--- src/rtl/hazard_ctrl.sv ---
// Pipeline hazard controller: load-use bubbles, branch squash, dmem-wait freeze,
// sticky halt, plus saturating stall/flush event counters.
module hazard_ctrl #(
  parameter int unsigned CNT_W = 16
) (
  input  logic             CLK,
  input  logic             nRST,
  input  logic             ihit,
  input  logic             dhit,
  input  logic [4:0]       id_rs,
  input  logic [4:0]       id_rt,
  input  logic             id_uses_rt,
  input  logic             ex_memread,
  input  logic [4:0]       ex_wsel,
  input  logic             mem_dREN,
  input  logic             mem_dWEN,
  input  logic             ex_pcsrc,
  input  logic             mem_halt,
  output logic             pc_en,
  output logic             ifid_en,
  output logic             ifid_flush,
  output logic             idex_en,
  output logic             idex_flush,
  output logic             exmem_en,
  output logic             memwb_en,
  output logic             memwb_flush,
  output logic             halt,
  output logic [CNT_W-1:0] stall_cnt,
  output logic [CNT_W-1:0] flush_cnt
);

  typedef enum logic [1:0] {RUN, DWAIT, HALT} state_t;

  state_t           state_q, state_d;
  logic [CNT_W-1:0] stall_cnt_q, stall_cnt_d;
  logic [CNT_W-1:0] flush_cnt_q, flush_cnt_d;
  logic             memreq, lduse, squash;

  assign memreq = mem_dREN | mem_dWEN;
  // r0 is hardwired zero, so a load targeting it never creates a dependency
  assign lduse  = ex_memread & (ex_wsel != 5'd0) &
                  ((ex_wsel == id_rs) | (id_uses_rt & (ex_wsel == id_rt)));

  always_ff @(posedge CLK or negedge nRST) begin
    if (!nRST) begin
      state_q     <= RUN;
      stall_cnt_q <= '0;
      flush_cnt_q <= '0;
    end else begin
      state_q     <= state_d;
      stall_cnt_q <= stall_cnt_d;
      flush_cnt_q <= flush_cnt_d;
    end
  end

  always_comb begin
    state_d = state_q;
    unique case (state_q)
      RUN: begin
        if (mem_halt)           state_d = HALT;
        else if (memreq && !dhit) state_d = DWAIT;
      end
      DWAIT:   if (dhit) state_d = RUN;
      HALT:    state_d = HALT;
      default: state_d = RUN;
    endcase
  end

  always_comb begin
    pc_en       = 1'b0;
    ifid_en     = 1'b0;
    ifid_flush  = 1'b0;
    idex_en     = 1'b0;
    idex_flush  = 1'b0;
    exmem_en    = 1'b0;
    memwb_en    = 1'b0;
    memwb_flush = 1'b0;
    halt        = 1'b0;
    squash      = 1'b0;
    if (nRST) begin
      unique case (state_q)
        RUN: begin
          {pc_en, ifid_en, idex_en, exmem_en, memwb_en} = '1;
          if (mem_halt) begin
            {pc_en, ifid_en, idex_en, exmem_en, memwb_en} = '0;
          end else if (memreq && !dhit) begin
            {pc_en, ifid_en, idex_en, exmem_en} = '0;
            memwb_flush = 1'b1;
          end else if (ex_pcsrc) begin
            ifid_flush = 1'b1;
            idex_flush = 1'b1;
            squash     = 1'b1;
          end else if (lduse) begin
            pc_en      = 1'b0;
            ifid_en    = 1'b0;
            idex_flush = 1'b1;
          end else if (!ihit) begin
            pc_en      = 1'b0;
            ifid_flush = 1'b1;
          end
        end
        DWAIT: begin
          memwb_en = 1'b1;
          if (dhit) {pc_en, ifid_en, idex_en, exmem_en} = '1;
          else      memwb_flush = 1'b1;
        end
        HALT:    halt = 1'b1;
        default: ;
      endcase
    end
  end

  always_comb begin
    stall_cnt_d = stall_cnt_q;
    flush_cnt_d = flush_cnt_q;
    if (!pc_en && state_q != HALT && stall_cnt_q != '1)
      stall_cnt_d = stall_cnt_q + CNT_W'(1);
    if (squash && flush_cnt_q != '1)
      flush_cnt_d = flush_cnt_q + CNT_W'(1);
  end

  assign stall_cnt = stall_cnt_q;
  assign flush_cnt = flush_cnt_q;

endmodule

--- config.mk ---
export PLATFORM = sky130hd
export DESIGN_NAME = hazard_ctrl
export DESIGN_NICKNAME = d
export VERILOG_FILES = /design/src/rtl/hazard_ctrl.sv
export SDC_FILE = /design/constraint.sdc
export NUM_CORES = 1
export LEC_CHECK = 0
export ABC_AREA = 0
export CAP_MARGIN = 20
export CORE_ASPECT_RATIO = 0.9
export CORE_MARGIN = 8
export CORE_UTILIZATION = 45
export DETAILED_ROUTE_END_ITERATION = 12
export PLACE_DENSITY = 0.78
export REMOVE_ABC_BUFFERS = 1
export SETUP_SLACK_MARGIN = 0.4
export SYNTH_ARGS = -nofsm -noshare
export SYNTH_HDL_FRONTEND = slang
export SYNTH_SLANG_ARGS = --single-unit
--- constraint.sdc ---
create_clock -name CLK -period 2.59 [get_ports CLK]
set_clock_uncertainty 0.05 [all_clocks]
set_input_delay 0.518 -clock CLK [delete_from_list [all_inputs] [get_ports CLK]]
set_output_delay 0.518 -clock CLK [all_outputs]
set_load 0.02 [all_outputs]
-- Word-level counts from Yosys, hierarchy flattened
Cells that the tools add are included.
- add/sub/neg operators: 2
- multiplexer cells: 50
- bitwise logic cells: 5
- equal/unequal tests: 9
- reduce and logical (&&, ||, !) cells: 9
- operators by type and width (operator ; number):
    1-bit two-way mux ; 41
    16-bit by 1-bit adder with 16-bit output (second input constant) ; 2
    16-bit != test (second input constant) ; 2
    5-bit == test ; 2
    1-bit case mux with 2 select lines ; 5
    2-bit two-way mux ; 3
    2-bit case mux with 3 select lines ; 1
    5-bit nonzero test ; 1
    1-bit logical AND ; 4
    2-bit != test (second input constant) ; 2
    1-bit bitwise AND ; 3
    3-bit != test (second input constant) ; 1
    2-bit by 1-bit == test with 1-bit output (second input constant) ; 1
    2-bit == test (second input constant) ; 1
    1-bit logical NOT ; 2
    2-bit logical NOT ; 1
    1-bit bitwise OR ; 2
    2-bit AND reduction ; 1
- output and inout bits: 41
- register bits after elaboration: 34

-- Depth between registers and ports, before layout
- word-level depth: 13
- depth in mapped cells: 10
- mapped depth without buffers: 8

-- Worst setup path after synthesis
No wires, ideal clock.
- path type: input -> output
- start point: in ex_wsel[3]
- end point: out idex_flush
- cell stages on the path: 5
- path slack: 0.143 ns
- arrival: 1.879 ns
- path buffers: 0
- path through: xor2_1 nor4_2 a32oi_1 or2_2 a21boi_0
- word-level cells in the longest chain between the ends: 10
- RTL lines (element ; line ; RTL):
    from (decl) ; 14 ; input logic [4:0] ex_wsel,
    5-bit == test ; 42 ; ((ex_wsel == id_rs) | (id_uses_rt & (ex_wsel == id_rt)));
    1-bit bitwise AND ; 42 ;
    1-bit bitwise OR ; 42 ;
    1-bit bitwise AND (*) ; 41 ; assign lduse = ex_memread & (ex_wsel != 5'd0) &
    1-bit two-way mux (*) ; 93 ; end else if (lduse) begin
    1-bit two-way mux (*) ; 89 ; end else if (ex_pcsrc) begin
    1-bit two-way mux (*) ; 86 ; end else if (memreq && !dhit) begin
    1-bit two-way mux (*) ; 84 ; if (mem_halt) begin
    1-bit two-way mux (*) ; 81 ; unique case (state_q)
    1-bit two-way mux (*) ; 80 ; if (nRST) begin
    to (decl) ; 23 ; output logic idex_flush,
Every way passes the cells marked *; elsewhere a longest branch is shown, timed or not.

-- Worst setup path in the final report
- start point: in ex_wsel[2]
- end point: out ifid_flush
- word-level cells in the longest chain between the ends: 10
- RTL lines (element ; line ; RTL):
    5-bit == test ; 42 ;
    1-bit bitwise AND ; 42 ;
    1-bit bitwise OR ; 42 ;
    1-bit bitwise AND (*) ; 41 ;
    1-bit two-way mux (*) ; 93 ;
    1-bit two-way mux (*) ; 89 ;
    1-bit two-way mux (*) ; 86 ;
    1-bit two-way mux (*) ; 84 ;
    1-bit two-way mux (*) ; 81 ;
    1-bit two-way mux (*) ; 80 ;
    to (decl) ; 21 ; output logic ifid_flush,
Marked as above.

==> flow_metrics.tcl <==
set metrics [dict create \
    outcome "finished, final reports clean" \
    crit_type "input pin to primary output" \
    ys_types 37 \
    placed_cell_area_mm2 0.00268 \
    synth_area_leader_cell "dfrtp_1" \
    grt_max_degree 24 \
    drv_slew 0 \
    worstHoldPathType "input pin to async pin" \
    initial_core_util_pct 46.4 \
    viasPerCell 5.17 \
    cts_max_path_buffers 2 \
    coreArea_mm2 0.00402 \
    dp_hpwl_mm 3.66 \
    clock_latency_ns 0.29 \
    synth_area_leaders "dfrtp_1, xnor2_1, xor2_1, nor2_1, nand3_2" \
    finalWeightedCongestion 0.817 \
    dieHeight_um 77.1 \
    grt_overflow 0 \
    portBuffers 65 \
    setup_viol 0 \
    netlist_area_mm2 0.00186 \
    finalHoldViolations 0 \
    rsz0062_at_grt "true" \
    worstPathArrival_ns 1.94 \
    cts_buffers 5 \
    cap_violations 0 \
    h-tree-depth 2 \
    cp.required_ns 2.02 \
    drt_wl_total_mm 5.04 \
    num_rows 22 \
    fin_ws_ns 0.0788 \
    wl_per_cell_um 15.8 \
    end_kind "primary output" \
    critPathSlowestCell "or2_4" \
    ys_seq_area_share_pct 45.6 \
    yosysMostFrequentCell "dfrtp_1" \
    ys.flop_type "dfrtp_1" \
    antenna_found_initial 0 \
    powerDensity_mw_per_mm2 441 \
    synthTopCellsByCount "dfrtp_1, xnor2_1, xor2_1, nor2_1, nand2_1" \
    nets 298 \
    grt_pass1_vias 1798 \
    vias 1654 \
    ir_worst_vdd_uv 564 \
    postSynthAreaPerCell_um2 10.5 \
    async_reset_ff_share_pct 100 \
    finalCritPeriodShare_pct 97.0 \
    critPathMostFrequentCell "buf_6" \
    drtIter0Drc 55 \
    cp_slowest_stage_delay_ns 0.28 \
    root_buffer "clkbuf_8" \
    synthCells 178 \
    io_pins 66 \
    fp.dieW_um 83.8 \
    clkTransAtPathRegs_ns 0.07 \
    antenna_cells 0 \
    finalCriticalPeriod_ns 2.51 \
    cp_num_buf_inv 3 \
    relSlewSlack_pct 67.1 \
    grt_usage_pct 15.3 \
    drc 0 \
    grt_pass1_wl_mm 8.22 \
    cp_cell_sequence "buf_6 > buf_6 > xor2_2 > nor4_2 > a32oi_1 > or2_4 > a21oi_2 > nor3_2 > buf_4" \
    syn_to_final_growth_pct 54.6 \
    p_leak_nw 1.33 \
    drive_above_1_share_pct 27.2 \
    post-place-ws_ns -0.771 \
    dieArea_mm2 0.00646 \
    yosysWarningCount 0 \
    synth_seq_cells 34 \
    fmax_mhz 398 \
    crit_family "simple AND/OR/NAND/NOR gates" \
    final_area_mm2 0.00288 \
    worst_pin_slew_ns 0.493 \
    cts_tree "yes" \
    reg2reg_slack_ns 0.31 \
    ant_nets 0 \
    worstSetupStartpointType "input pin" \
    hold_buffers 0 \
    cts_sinks 34 \
    first_pass_iters 4 \
    yosysTopAreaCellShare_pct 45.6 \
    synth-edff-count 0 \
    path_max_fanout 4 \
]
==> metal layers <==
metal  global-route usage, %  routed length (um)
met5                       0                   0
met3                    4.75                 293
met1                    17.6                2170
met4                    5.69                  66
met2                    26.1                2510
==> sequential cells by signal (all words and copies together), names as in the netlist <==
register and cells:
flush_cnt 16, state_q 2, stall_cnt 16
==> cell type report <==
type	count	area (um2)
Fill cell	296	1140
Clock inverter	1	5.00
Clock buffer	7	86.3
Tap cell	48	60.1
Inverter	6	22.5
Timing Repair Buffer	89	807
Multi-Input combinational cell	135	1050
Sequential cell	34	851
==> worst paths after layout <==
path                                           startpoint                         to  depth (start not counted)
worst max-delay path                           ex_wsel[2]                 ifid_flush                          9
worst max register to register   stall_cnt[0]$_DFFE_PN0P_  stall_cnt[10]$_DFFE_PN0P_                          9
worst min register to register  flush_cnt[10]$_DFFE_PN0P_  flush_cnt[10]$_DFFE_PN0P_                          1
worst min-delay path                                 nRST     state_q[0]$_DFFE_PN0P_                          2
min in group CLK                flush_cnt[10]$_DFFE_PN0P_  flush_cnt[10]$_DFFE_PN0P_                          1
max in group asynchronous                            nRST   stall_cnt[4]$_DFFE_PN0P_                          2
==> cells by family (layout without fill, tap and decap cells) <==
family	Yosys count	count (layout)	share of synthesized area (%)
AO/OA/AOI/OAI	11	11	3.96
flip-flops	34	34	45.6
multiplexers	2	2	1.21
AND/OR/NAND/NOR	79	80	25.2
adder cells (fa/ha/maj)	2	2	1.34
XOR/XNOR	40	40	18.8
buffers and inverters	10	103	3.89
==> through the flow <==
step           utilization [%]  hold slack [ns]  TNS, ns  cells  power (W)
2_1_floorplan                -            0.172        0    174   0.000707
6_report                  71.7            0.332        0    320    0.00127
3_5_place_dp              66.6            0.426    -7.80    307   0.000859
5_1_grt                   71.7            0.359        0    320    0.00133
4_1_cts                   70.6            0.340        0    319    0.00127
3_3_place_gp              66.6            0.427    -6.98    307   0.000854
==> placed cells by master, fill, tap and decap left out, types with 3 or more instances in the layout <==
cell type,Yosys,layout
nand3_2,6,4
inv_1,6,6
dfrtp_1,34,34
buf_2,0,5
buf_6,2,9
buf_4,1,21
nand2_1,12,9
nor3_1,5,4
dlygate4sd2_1,0,15
clkdlybuf4s50_1,0,37
nor2_1,17,16
nand4_1,6,6
nand3_1,10,10
and3_1,8,8
clkbuf_8,0,6
xor2_1,18,17
nand2_2,0,3
xnor2_1,22,20
==> power by group <==
group / leakage (nW) / total (W) / switching, W / internal (W)
registers: 0.463 / 0.000599 / 0.0000367 / 0.000562
clock network: 0.0482 / 0.000410 / 0.000195 / 0.000215
logic: 0.821 / 0.000263 / 0.000125 / 0.000139
total: 1.33 / 0.00127 / 0.000356 / 0.000915
==> worst register-to-register path, delay by kind of cell (launching register included) <==
kind	cells	cell delay (ns)
compound gates	1	0.28
buf+inv	1	0.11
flops	1	0.41
xor+xnor	1	0.17
simple gates	5	0.89
fa+ha+maj	1	0.25
==> repair_timing <==
action                                  CTS  global route
pin swaps                                31             9
buffers inserted                          3             1
gates resized for setup                  97             6
cloned                                    1             0
endpoints found under the setup margin   25            21
Note: power is estimated with default switching activity, not from simulation.
